### src/rtl/dmem_arb_pkg.sv
// Shared types and constants for the data-memory arbiter.
package dmem_arb_pkg;

    typedef enum logic [1:0] {
        ARB_IDLE = 2'b00,
        ARB_PER  = 2'b01,
        ARB_DONE = 2'b10
    } arb_state_t;

    localparam logic [1:0] WIDTH_WORD = 2'b10;

    // Next word address of a burst; wraps modulo 2**32 by construction.
    function automatic logic [31:0] next_word_addr(input logic [31:0] addr);
        return addr + 32'd4;
    endfunction

endpackage

### src/rtl/dmem_arbiter_if.sv
// Bus bundle between the CPU memory stage, the peripheral master, the arbiter
// and the data-memory wrapper.
//
// Handshake rules:
//   cpu_rd_en/cpu_wrt_en are taken in any cycle where cpu_stall=0; when stalled
//   the CPU holds the same access. per_req is a level held until the one-cycle
//   per_gnt pulse; per_wrt/per_addr/per_len are sampled in that grant cycle.
//   per_wrt_data is consumed in each cycle per_wrt_ack=1. Read data returns one
//   cycle after issue, qualified by the originator's *_rd_valid.
interface dmem_arbiter_if #(
    parameter int BURST_W = 4
) ();
    // CPU memory stage
    logic               cpu_rd_en;
    logic               cpu_wrt_en;
    logic               cpu_unsigned;
    logic [1:0]         cpu_width;
    logic [31:0]        cpu_addr;
    logic [31:0]        cpu_wrt_data;
    logic               cpu_stall;
    logic [31:0]        cpu_rd_data;
    logic               cpu_rd_valid;
    // Peripheral master
    logic               per_req;
    logic               per_wrt;
    logic [31:0]        per_addr;
    logic [BURST_W-1:0] per_len;
    logic               per_gnt;
    logic [31:0]        per_wrt_data;
    logic               per_wrt_ack;
    logic [31:0]        per_rd_data;
    logic               per_rd_valid;
    logic               per_done;
    // Data memory wrapper
    logic               mem_rd_en;
    logic               mem_wrt_en;
    logic               mem_unsigned;
    logic [1:0]         mem_width;
    logic [31:0]        mem_addr;
    logic [31:0]        mem_wrt_data;
    logic [31:0]        mem_rd_data;

    // Arbiter side
    modport slave (
        input  cpu_rd_en, cpu_wrt_en, cpu_unsigned, cpu_width, cpu_addr, cpu_wrt_data,
        output cpu_stall, cpu_rd_data, cpu_rd_valid,
        input  per_req, per_wrt, per_addr, per_len, per_wrt_data,
        output per_gnt, per_wrt_ack, per_rd_data, per_rd_valid, per_done,
        output mem_rd_en, mem_wrt_en, mem_unsigned, mem_width, mem_addr, mem_wrt_data,
        input  mem_rd_data
    );

    // Environment side (masters and memory)
    modport master (
        output cpu_rd_en, cpu_wrt_en, cpu_unsigned, cpu_width, cpu_addr, cpu_wrt_data,
        input  cpu_stall, cpu_rd_data, cpu_rd_valid,
        output per_req, per_wrt, per_addr, per_len, per_wrt_data,
        input  per_gnt, per_wrt_ack, per_rd_data, per_rd_valid, per_done,
        input  mem_rd_en, mem_wrt_en, mem_unsigned, mem_width, mem_addr, mem_wrt_data,
        output mem_rd_data
    );
endinterface

### src/rtl/dmem_starve_ctr.sv
// Saturating count of consecutive cycles the peripheral was denied.
module dmem_starve_ctr #(
    parameter int STARVE_LIM = 8
) (
    input  logic clk,
    input  logic rst_n,
    input  logic inc,
    input  logic clr,
    output logic hit
);
    localparam int W = $clog2(STARVE_LIM + 1);
    localparam logic [W-1:0] LIM_M1 = W'(STARVE_LIM - 1);

    logic [W-1:0] cnt_q;
    logic [W-1:0] cnt_d;

    assign hit = (cnt_q == LIM_M1);

    // Clear wins over increment; hold at the limit once reached.
    always_comb begin
        cnt_d = cnt_q;
        if (clr) begin
            cnt_d = '0;
        end else if (inc && !hit) begin
            cnt_d = cnt_q + W'(1);
        end
    end

    // Counter register.
    always_ff @(posedge clk or negedge rst_n) begin
        if (!rst_n) begin
            cnt_q <= '0;
        end else begin
            cnt_q <= cnt_d;
        end
    end
endmodule

### src/rtl/dmem_arbiter.sv
// Data-memory port arbiter: CPU has priority, a peripheral master gets word
// bursts when the CPU is idle or after too many consecutive denials.
module dmem_arbiter
    import dmem_arb_pkg::*;
#(
    parameter int STARVE_LIM = 8,
    parameter int BURST_W    = 4
) (
    input  logic       clk,
    input  logic       rst_n,
    dmem_arbiter_if.slave bus,
    output arb_state_t dbg_state
);
    arb_state_t         state_q, state_d;
    logic [31:0]        addr_q, addr_d;
    logic [BURST_W-1:0] beats_q, beats_d;
    logic               wrt_q, wrt_d;
    logic               rd_pend_q, rd_pend_d;
    logic               rd_owner_q, rd_owner_d;   // 1 = peripheral issued the read

    logic        cpu_acc;
    logic        starve_hit;
    logic        per_gnt;
    logic        cpu_stall;
    logic        mem_rd_en;
    logic        mem_wrt_en;
    logic        mem_unsigned;
    logic [1:0]  mem_width;
    logic [31:0] mem_addr;
    logic [31:0] mem_wrt_data;
    logic        per_wrt_ack;
    logic        rd_issue_per;

    assign cpu_acc   = bus.cpu_rd_en | bus.cpu_wrt_en;
    assign dbg_state = state_q;

    dmem_starve_ctr #(
        .STARVE_LIM(STARVE_LIM)
    ) u_starve (
        .clk  (clk),
        .rst_n(rst_n),
        .inc  (bus.per_req & ~per_gnt & (state_q != ARB_PER)),
        .clr  (per_gnt),
        .hit  (starve_hit)
    );

    // Next-state, burst bookkeeping and memory port mux.
    always_comb begin
        state_d      = state_q;
        addr_d       = addr_q;
        beats_d      = beats_q;
        wrt_d        = wrt_q;
        per_gnt      = 1'b0;
        mem_rd_en    = 1'b0;
        mem_wrt_en   = 1'b0;
        mem_unsigned = 1'b0;
        mem_width    = WIDTH_WORD;
        mem_addr     = '0;
        mem_wrt_data = '0;
        per_wrt_ack  = 1'b0;
        rd_issue_per = 1'b0;
        cpu_stall    = 1'b0;

        case (state_q)
            ARB_IDLE: begin
                if (bus.per_req && (!cpu_acc || starve_hit)) begin
                    per_gnt = 1'b1;
                    addr_d  = bus.per_addr;
                    beats_d = (bus.per_len == '0) ? BURST_W'(1) : bus.per_len;
                    wrt_d   = bus.per_wrt;
                    state_d = ARB_PER;
                end
            end
            ARB_PER: begin
                mem_addr = addr_q;
                if (wrt_q) begin
                    mem_wrt_en   = 1'b1;
                    per_wrt_ack  = 1'b1;
                    mem_wrt_data = bus.per_wrt_data;
                end else begin
                    mem_rd_en    = 1'b1;
                    rd_issue_per = 1'b1;
                end
                addr_d  = next_word_addr(addr_q);
                beats_d = beats_q - BURST_W'(1);
                if (beats_q <= BURST_W'(1)) begin
                    state_d = ARB_DONE;
                end
            end
            ARB_DONE: begin
                // One-cycle gap so a held per_req cannot chain bursts.
                state_d = ARB_IDLE;
            end
            default: begin
                state_d = ARB_IDLE;
            end
        endcase

        // CPU owns the port outside PER and outside the grant cycle.
        if (state_q != ARB_PER && !per_gnt && cpu_acc) begin
            mem_addr     = bus.cpu_addr;
            mem_width    = bus.cpu_width;
            mem_unsigned = bus.cpu_unsigned;
            mem_wrt_en   = bus.cpu_wrt_en;
            mem_rd_en    = bus.cpu_rd_en & ~bus.cpu_wrt_en;   // store wins
            mem_wrt_data = bus.cpu_wrt_data;
        end

        cpu_stall = cpu_acc & ((state_q == ARB_PER) | per_gnt);

        // Keep every output quiet while reset is held, even with live inputs.
        if (!rst_n) begin
            per_gnt      = 1'b0;
            cpu_stall    = 1'b0;
            mem_rd_en    = 1'b0;
            mem_wrt_en   = 1'b0;
            mem_unsigned = 1'b0;
            mem_width    = WIDTH_WORD;
            mem_addr     = '0;
            mem_wrt_data = '0;
            per_wrt_ack  = 1'b0;
            rd_issue_per = 1'b0;
        end

        rd_pend_d  = mem_rd_en;
        rd_owner_d = rd_issue_per;
    end

    // FSM and burst registers; reset abandons any burst and pending read.
    always_ff @(posedge clk or negedge rst_n) begin
        if (!rst_n) begin
            state_q    <= ARB_IDLE;
            addr_q     <= '0;
            beats_q    <= '0;
            wrt_q      <= 1'b0;
            rd_pend_q  <= 1'b0;
            rd_owner_q <= 1'b0;
        end else begin
            state_q    <= state_d;
            addr_q     <= addr_d;
            beats_q    <= beats_d;
            wrt_q      <= wrt_d;
            rd_pend_q  <= rd_pend_d;
            rd_owner_q <= rd_owner_d;
        end
    end

    assign bus.per_gnt      = per_gnt;
    assign bus.cpu_stall    = cpu_stall;
    assign bus.mem_rd_en    = mem_rd_en;
    assign bus.mem_wrt_en   = mem_wrt_en;
    assign bus.mem_unsigned = mem_unsigned;
    assign bus.mem_width    = mem_width;
    assign bus.mem_addr     = mem_addr;
    assign bus.mem_wrt_data = mem_wrt_data;
    assign bus.per_wrt_ack  = per_wrt_ack;
    assign bus.per_done     = (state_q == ARB_DONE);

    // Route returning read data to whoever issued it; the other side sees zero.
    assign bus.cpu_rd_valid = rd_pend_q & ~rd_owner_q;
    assign bus.per_rd_valid = rd_pend_q &  rd_owner_q;
    assign bus.cpu_rd_data  = (rd_pend_q & ~rd_owner_q) ? bus.mem_rd_data : '0;
    assign bus.per_rd_data  = (rd_pend_q &  rd_owner_q) ? bus.mem_rd_data : '0;
endmodule

### src/flat_wrapper.sv
// flat-port wrapper written by rule: the top's interface ports become plain ports
module dmem_arbiter_flat import dmem_arb_pkg::*;
#(
    parameter int STARVE_LIM = 8,
    parameter int BURST_W    = 4
)
  (clk, rst_n, dbg_state, bus_cpu_rd_en, bus_cpu_wrt_en, bus_cpu_unsigned, bus_cpu_width, bus_cpu_addr, bus_cpu_wrt_data, bus_cpu_stall, bus_cpu_rd_data, bus_cpu_rd_valid, bus_per_req, bus_per_wrt, bus_per_addr, bus_per_len, bus_per_wrt_data, bus_per_gnt, bus_per_wrt_ack, bus_per_rd_data, bus_per_rd_valid, bus_per_done, bus_mem_rd_en, bus_mem_wrt_en, bus_mem_unsigned, bus_mem_width, bus_mem_addr, bus_mem_wrt_data, bus_mem_rd_data);
  dmem_arbiter_if #(.BURST_W(BURST_W)) bus_i ();
  input  logic clk;
  input  logic rst_n;
  output arb_state_t dbg_state;
  input wire logic [$bits(bus_i.cpu_rd_en)-1:0] bus_cpu_rd_en;
  input wire logic [$bits(bus_i.cpu_wrt_en)-1:0] bus_cpu_wrt_en;
  input wire logic [$bits(bus_i.cpu_unsigned)-1:0] bus_cpu_unsigned;
  input wire logic [$bits(bus_i.cpu_width)-1:0] bus_cpu_width;
  input wire logic [$bits(bus_i.cpu_addr)-1:0] bus_cpu_addr;
  input wire logic [$bits(bus_i.cpu_wrt_data)-1:0] bus_cpu_wrt_data;
  output wire logic [$bits(bus_i.cpu_stall)-1:0] bus_cpu_stall;
  output wire logic [$bits(bus_i.cpu_rd_data)-1:0] bus_cpu_rd_data;
  output wire logic [$bits(bus_i.cpu_rd_valid)-1:0] bus_cpu_rd_valid;
  input wire logic [$bits(bus_i.per_req)-1:0] bus_per_req;
  input wire logic [$bits(bus_i.per_wrt)-1:0] bus_per_wrt;
  input wire logic [$bits(bus_i.per_addr)-1:0] bus_per_addr;
  input wire logic [$bits(bus_i.per_len)-1:0] bus_per_len;
  input wire logic [$bits(bus_i.per_wrt_data)-1:0] bus_per_wrt_data;
  output wire logic [$bits(bus_i.per_gnt)-1:0] bus_per_gnt;
  output wire logic [$bits(bus_i.per_wrt_ack)-1:0] bus_per_wrt_ack;
  output wire logic [$bits(bus_i.per_rd_data)-1:0] bus_per_rd_data;
  output wire logic [$bits(bus_i.per_rd_valid)-1:0] bus_per_rd_valid;
  output wire logic [$bits(bus_i.per_done)-1:0] bus_per_done;
  output wire logic [$bits(bus_i.mem_rd_en)-1:0] bus_mem_rd_en;
  output wire logic [$bits(bus_i.mem_wrt_en)-1:0] bus_mem_wrt_en;
  output wire logic [$bits(bus_i.mem_unsigned)-1:0] bus_mem_unsigned;
  output wire logic [$bits(bus_i.mem_width)-1:0] bus_mem_width;
  output wire logic [$bits(bus_i.mem_addr)-1:0] bus_mem_addr;
  output wire logic [$bits(bus_i.mem_wrt_data)-1:0] bus_mem_wrt_data;
  input wire logic [$bits(bus_i.mem_rd_data)-1:0] bus_mem_rd_data;
  assign bus_i.cpu_rd_en = bus_cpu_rd_en;
  assign bus_i.cpu_wrt_en = bus_cpu_wrt_en;
  assign bus_i.cpu_unsigned = bus_cpu_unsigned;
  assign bus_i.cpu_width = bus_cpu_width;
  assign bus_i.cpu_addr = bus_cpu_addr;
  assign bus_i.cpu_wrt_data = bus_cpu_wrt_data;
  assign bus_cpu_stall = bus_i.cpu_stall;
  assign bus_cpu_rd_data = bus_i.cpu_rd_data;
  assign bus_cpu_rd_valid = bus_i.cpu_rd_valid;
  assign bus_i.per_req = bus_per_req;
  assign bus_i.per_wrt = bus_per_wrt;
  assign bus_i.per_addr = bus_per_addr;
  assign bus_i.per_len = bus_per_len;
  assign bus_i.per_wrt_data = bus_per_wrt_data;
  assign bus_per_gnt = bus_i.per_gnt;
  assign bus_per_wrt_ack = bus_i.per_wrt_ack;
  assign bus_per_rd_data = bus_i.per_rd_data;
  assign bus_per_rd_valid = bus_i.per_rd_valid;
  assign bus_per_done = bus_i.per_done;
  assign bus_mem_rd_en = bus_i.mem_rd_en;
  assign bus_mem_wrt_en = bus_i.mem_wrt_en;
  assign bus_mem_unsigned = bus_i.mem_unsigned;
  assign bus_mem_width = bus_i.mem_width;
  assign bus_mem_addr = bus_i.mem_addr;
  assign bus_mem_wrt_data = bus_i.mem_wrt_data;
  assign bus_i.mem_rd_data = bus_mem_rd_data;
  dmem_arbiter #(.STARVE_LIM(STARVE_LIM), .BURST_W(BURST_W)) u_core (.clk(clk), .rst_n(rst_n), .bus(bus_i), .dbg_state(dbg_state));
endmodule
### config.mk
export PLATFORM = sky130hd
export DESIGN_NAME = dmem_arbiter_flat
export DESIGN_NICKNAME = d
export VERILOG_FILES = /design/src/rtl/dmem_arb_pkg.sv /design/src/rtl/dmem_arbiter_if.sv /design/src/rtl/dmem_starve_ctr.sv /design/src/rtl/dmem_arbiter.sv /design/src/flat_wrapper.sv
export SDC_FILE = /design/constraint.sdc
export NUM_CORES = 1
export LEC_CHECK = 0
export ABC_AREA = 0
export BUFFER_PORTS_ARGS = -buffer_cell sky130_fd_sc_hd__buf_2
export CAP_MARGIN = 20
export CORE_AREA = 2 2 120 122
export DETAILED_ROUTE_END_ITERATION = 7
export DIE_AREA = 0 0 122 124
export GPL_TIMING_DRIVEN = 0
export PLACE_DENSITY = 0.68
export SYNTH_ARGS = -nofsm -noshare
export SYNTH_HDL_FRONTEND = slang
export SYNTH_HIERARCHICAL = 1
export SYNTH_SLANG_ARGS = --single-unit
### constraint.sdc
create_clock -name clk -period 4.95 [get_ports clk]
set_input_delay 0.495 -clock clk [delete_from_list [all_inputs] [get_ports clk]]
set_output_delay 0.495 -clock clk [all_outputs]
set_load 0.005 [all_outputs]
==> impl_metrics.ini <==
[logic_synthesis]
ys_types = 62
ys.flop_type = dfrtp_1
async_flop_share = 1.00
ys_seq_elements = 45
ys_seq_area_frac = 0.283
synthTopCellsByCount = 45 x dfrtp_1, 42 x nand2_1, 41 x a22o_1, 41 x and3_1, 36 x and2_1
ys_top_cells_by_area = dfrtp_1 28%, a22o_1 9.0%, and3_1 6.4%
yosys.area.top_type = dfrtp_1
synth_edf_count = 0
syn_area_per_cell_um2 = 7.95
synth_warnings = 6
synth_most_common_cell = dfrtp_1
syn_area_um2 = 3980
syn-instance-count = 501
synth_nets = 678
yosys.area.top_type_share = 0.283

[sta]
min_period_ns = 3.25
relSlewSlack = 0.595
setup_tns_ns = 0
slew_violations = 0
layout_setup_ws_ns = 1.70
fin_crit_sh = 0.657
setup_violations = 0
tightest_slew_ns = 0.608
skew_ns = 0.00826
grt_setup_unrepaired = no
fmaxAchievable_ghz = 0.307
finalHoldViolCount = 0

[cells_and_area]
syn_to_final_growth_pct = 50.3
post-route-util = 0.436
multi_input_area_um2 = 2640
fin_nets = 999
seq_area_um2 = 1130
final_layout_size_suffix_gt1_frac = 0.436
fillers = 1420

[die]
initial_core_util = 0.290
fp.dieW_um = 122
dieArea_um2 = 15100
num_io_pins = 314
design.core.area_um2 = 13700
core.rowCount = 43
die_y_um = 124

[clocking]
cts_root_buf = clkbuf_16
cts_buffers = 5
hold_buffers = 0
cts_tree = yes
insertion_delay_ns = 0.29
h-tree-depth = 2
cts_resized = 0
cts_sinks = 45
clock_path_buffers = 2
clk_pin_slew_ns = 0.07
cts_setup_buffers = 0

[grt]
antenna_found_initial = 4
grt_overflow_total = 0
grt_max_degree = 34
grtUsageTotal = 0.218
grt_pass1_wl_um = 25500
first_global_vias = 4661

[critical_path]
worstSetupStartpointType = flip-flop
path_class = reg -> out
cp_max_fo = 10
timing.rr.start = u_core/dbg_state[1]
cp-end-kind = primary output
worstPathArrival_ns = 2.76
ff2ff_path_depth = 8
worstPathRequired_ns = 4.45
reg2reg_slack_ns = 2.30
timing.rr.end = u_core/u_starve/cnt_q[0]

[power_and_ir_drop]
comb_power_share = 0.569
power.clock.fraction = 0.156
seq_power_share = 0.275
switchingPower_w = 0.00128
swShare = 0.454
power_density_nw_per_um2 = 470
power_w = 0.00282
leakage_nw = 3.26
power.internal_w = 0.00154
peakVddDrop_mv = 0.239

[route]
vias = 5282
drtIter0Drc = 351
wl_met1_um = 7600
wl_met3_um = 1580
dr_wl_met2_um = 8860
final_antenna_net_count = 0
drc = 0
viasPerCell = 5.26
top_layer_used = met5
routed_wirelength_um = 18200
dr.pass1.iters = 5
routedWlPerCell_um = 18.1

[job]
max_cap_viol_count = 0

[status]
outcome = finished clean

[hold_path]
hold_path_class = in -> async

[placement]
port_buffers = 313
gp_congestion = 0.907
dpl_worst_slack_ns = 1.99
dp_hpwl_um = 14600
-- power by group through the flow --
stage          logic (W)  clock network (W)  registers, W
2_1_floorplan    0.00101                  0      0.000699
3_3_place_gp     0.00157                  0      0.000778
3_5_place_dp     0.00159                  0      0.000781
4_1_cts          0.00160           0.000445      0.000773
5_1_grt          0.00177           0.000457      0.000802
6_report         0.00160           0.000439      0.000775
-- layout make-up --
type                            instances  area share
Sequential cell                        45       0.188
Buffer                                 43      0.0318
Tap cell                              180      0.0376
Inverter                                8     0.00502
Clock inverter                          3      0.0109
Multi-Input combinational cell        405       0.440
Timing Repair Buffer                  314       0.265
Clock buffer                            5      0.0209
Antenna cell                            1    0.000418
-- cell families after synthesis --
kind of cell	share of synthesized area
xor gates and xnor gates	0.00440
muxes	0.00786
adders and majority gates	0.0126
AOI/OAI and AO/OA	0.294
DFF	0.283
buffers and inverters	0.0553
and+or+nand+nor	0.343
-- cell usage in the layout (no fill, tap or decap), types with 9 or more instances in the layout --
| cell type | instances |
|---|---|
| buf_2 | 330 |
| dfrtp_1 | 45 |
| nand2_1 | 42 |
| and3_1 | 41 |
| a22o_1 | 41 |
| and2_1 | 36 |
| nor2b_1 | 30 |
| a21oi_1 | 29 |
| a22oi_1 | 26 |
| clkbuf_1 | 23 |
| nor2_1 | 20 |
| nand3_1 | 17 |
| nand4_1 | 11 |
| nor3_1 | 11 |
| o22ai_1 | 9 |
-- stage by stage --
| step | cell area, um^2 | hold slack [ns] | std cells |
|---|---|---|---|
| floorplan | 3980 | 0.199 | 501 |
| global route | 5980 | 0.183 | 1003 |
| CTS | 5980 | 0.156 | 1003 |
| finish | 5990 | 0.143 | 1004 |
| detailed placement | 5790 | 0.468 | 995 |
| global placement | 5770 | 0.464 | 994 |
-- critical path, cell delays in order, from the launching register on --
cell,delay (ns)
dfrtp_1,0.40
ha_1,0.23
and3b_1,0.27
a21oi_1,0.15
nor2_1,0.08
nor2_2,0.34
and2_1,0.18
buf_2,0.21
buf_2,0.30
a22o_1,0.18
buf_2,0.11
-- state kept, by name, summed over array words and instances, names as in the netlist --
name and cells:
u_core/wrt_q 1, u_core/rd_owner_q 1, u_core/dbg_state 2, u_core/addr_q 32
u_core/u_starve/cnt_q 4, u_core/beats_q 4, u_core/rd_pend_q 1
-- metal layers --
layer / global-route usage / up-vias
li1: - / 2518
met1: 0.297 / 2491
met2: 0.370 / 258
met3: 0.0366 / 13
met4: 0.0323 / 2
met5: 0 / -
-- worst max-delay path by stage --
stage | slack, ns | startpoint | to | depth (start not counted)
floorplan | 2.62 | u_core/u_starve/cnt_q[0] | bus_mem_addr[0] | 9
global placement | 1.85 | rst_n | bus_mem_addr[20] | 6
detailed placement | 1.99 | u_core/u_starve/cnt_q[0] | bus_mem_wrt_data[3] | 10
CTS | 1.66 | u_core/u_starve/cnt_q[0] | bus_mem_wrt_data[4] | 10
global route | 1.45 | u_core/u_starve/cnt_q[0] | bus_mem_wrt_data[3] | 10
finish | 1.70 | u_core/u_starve/cnt_q[0] | bus_mem_wrt_data[4] | 10
Note: power is estimated with default switching activity, not from simulation.
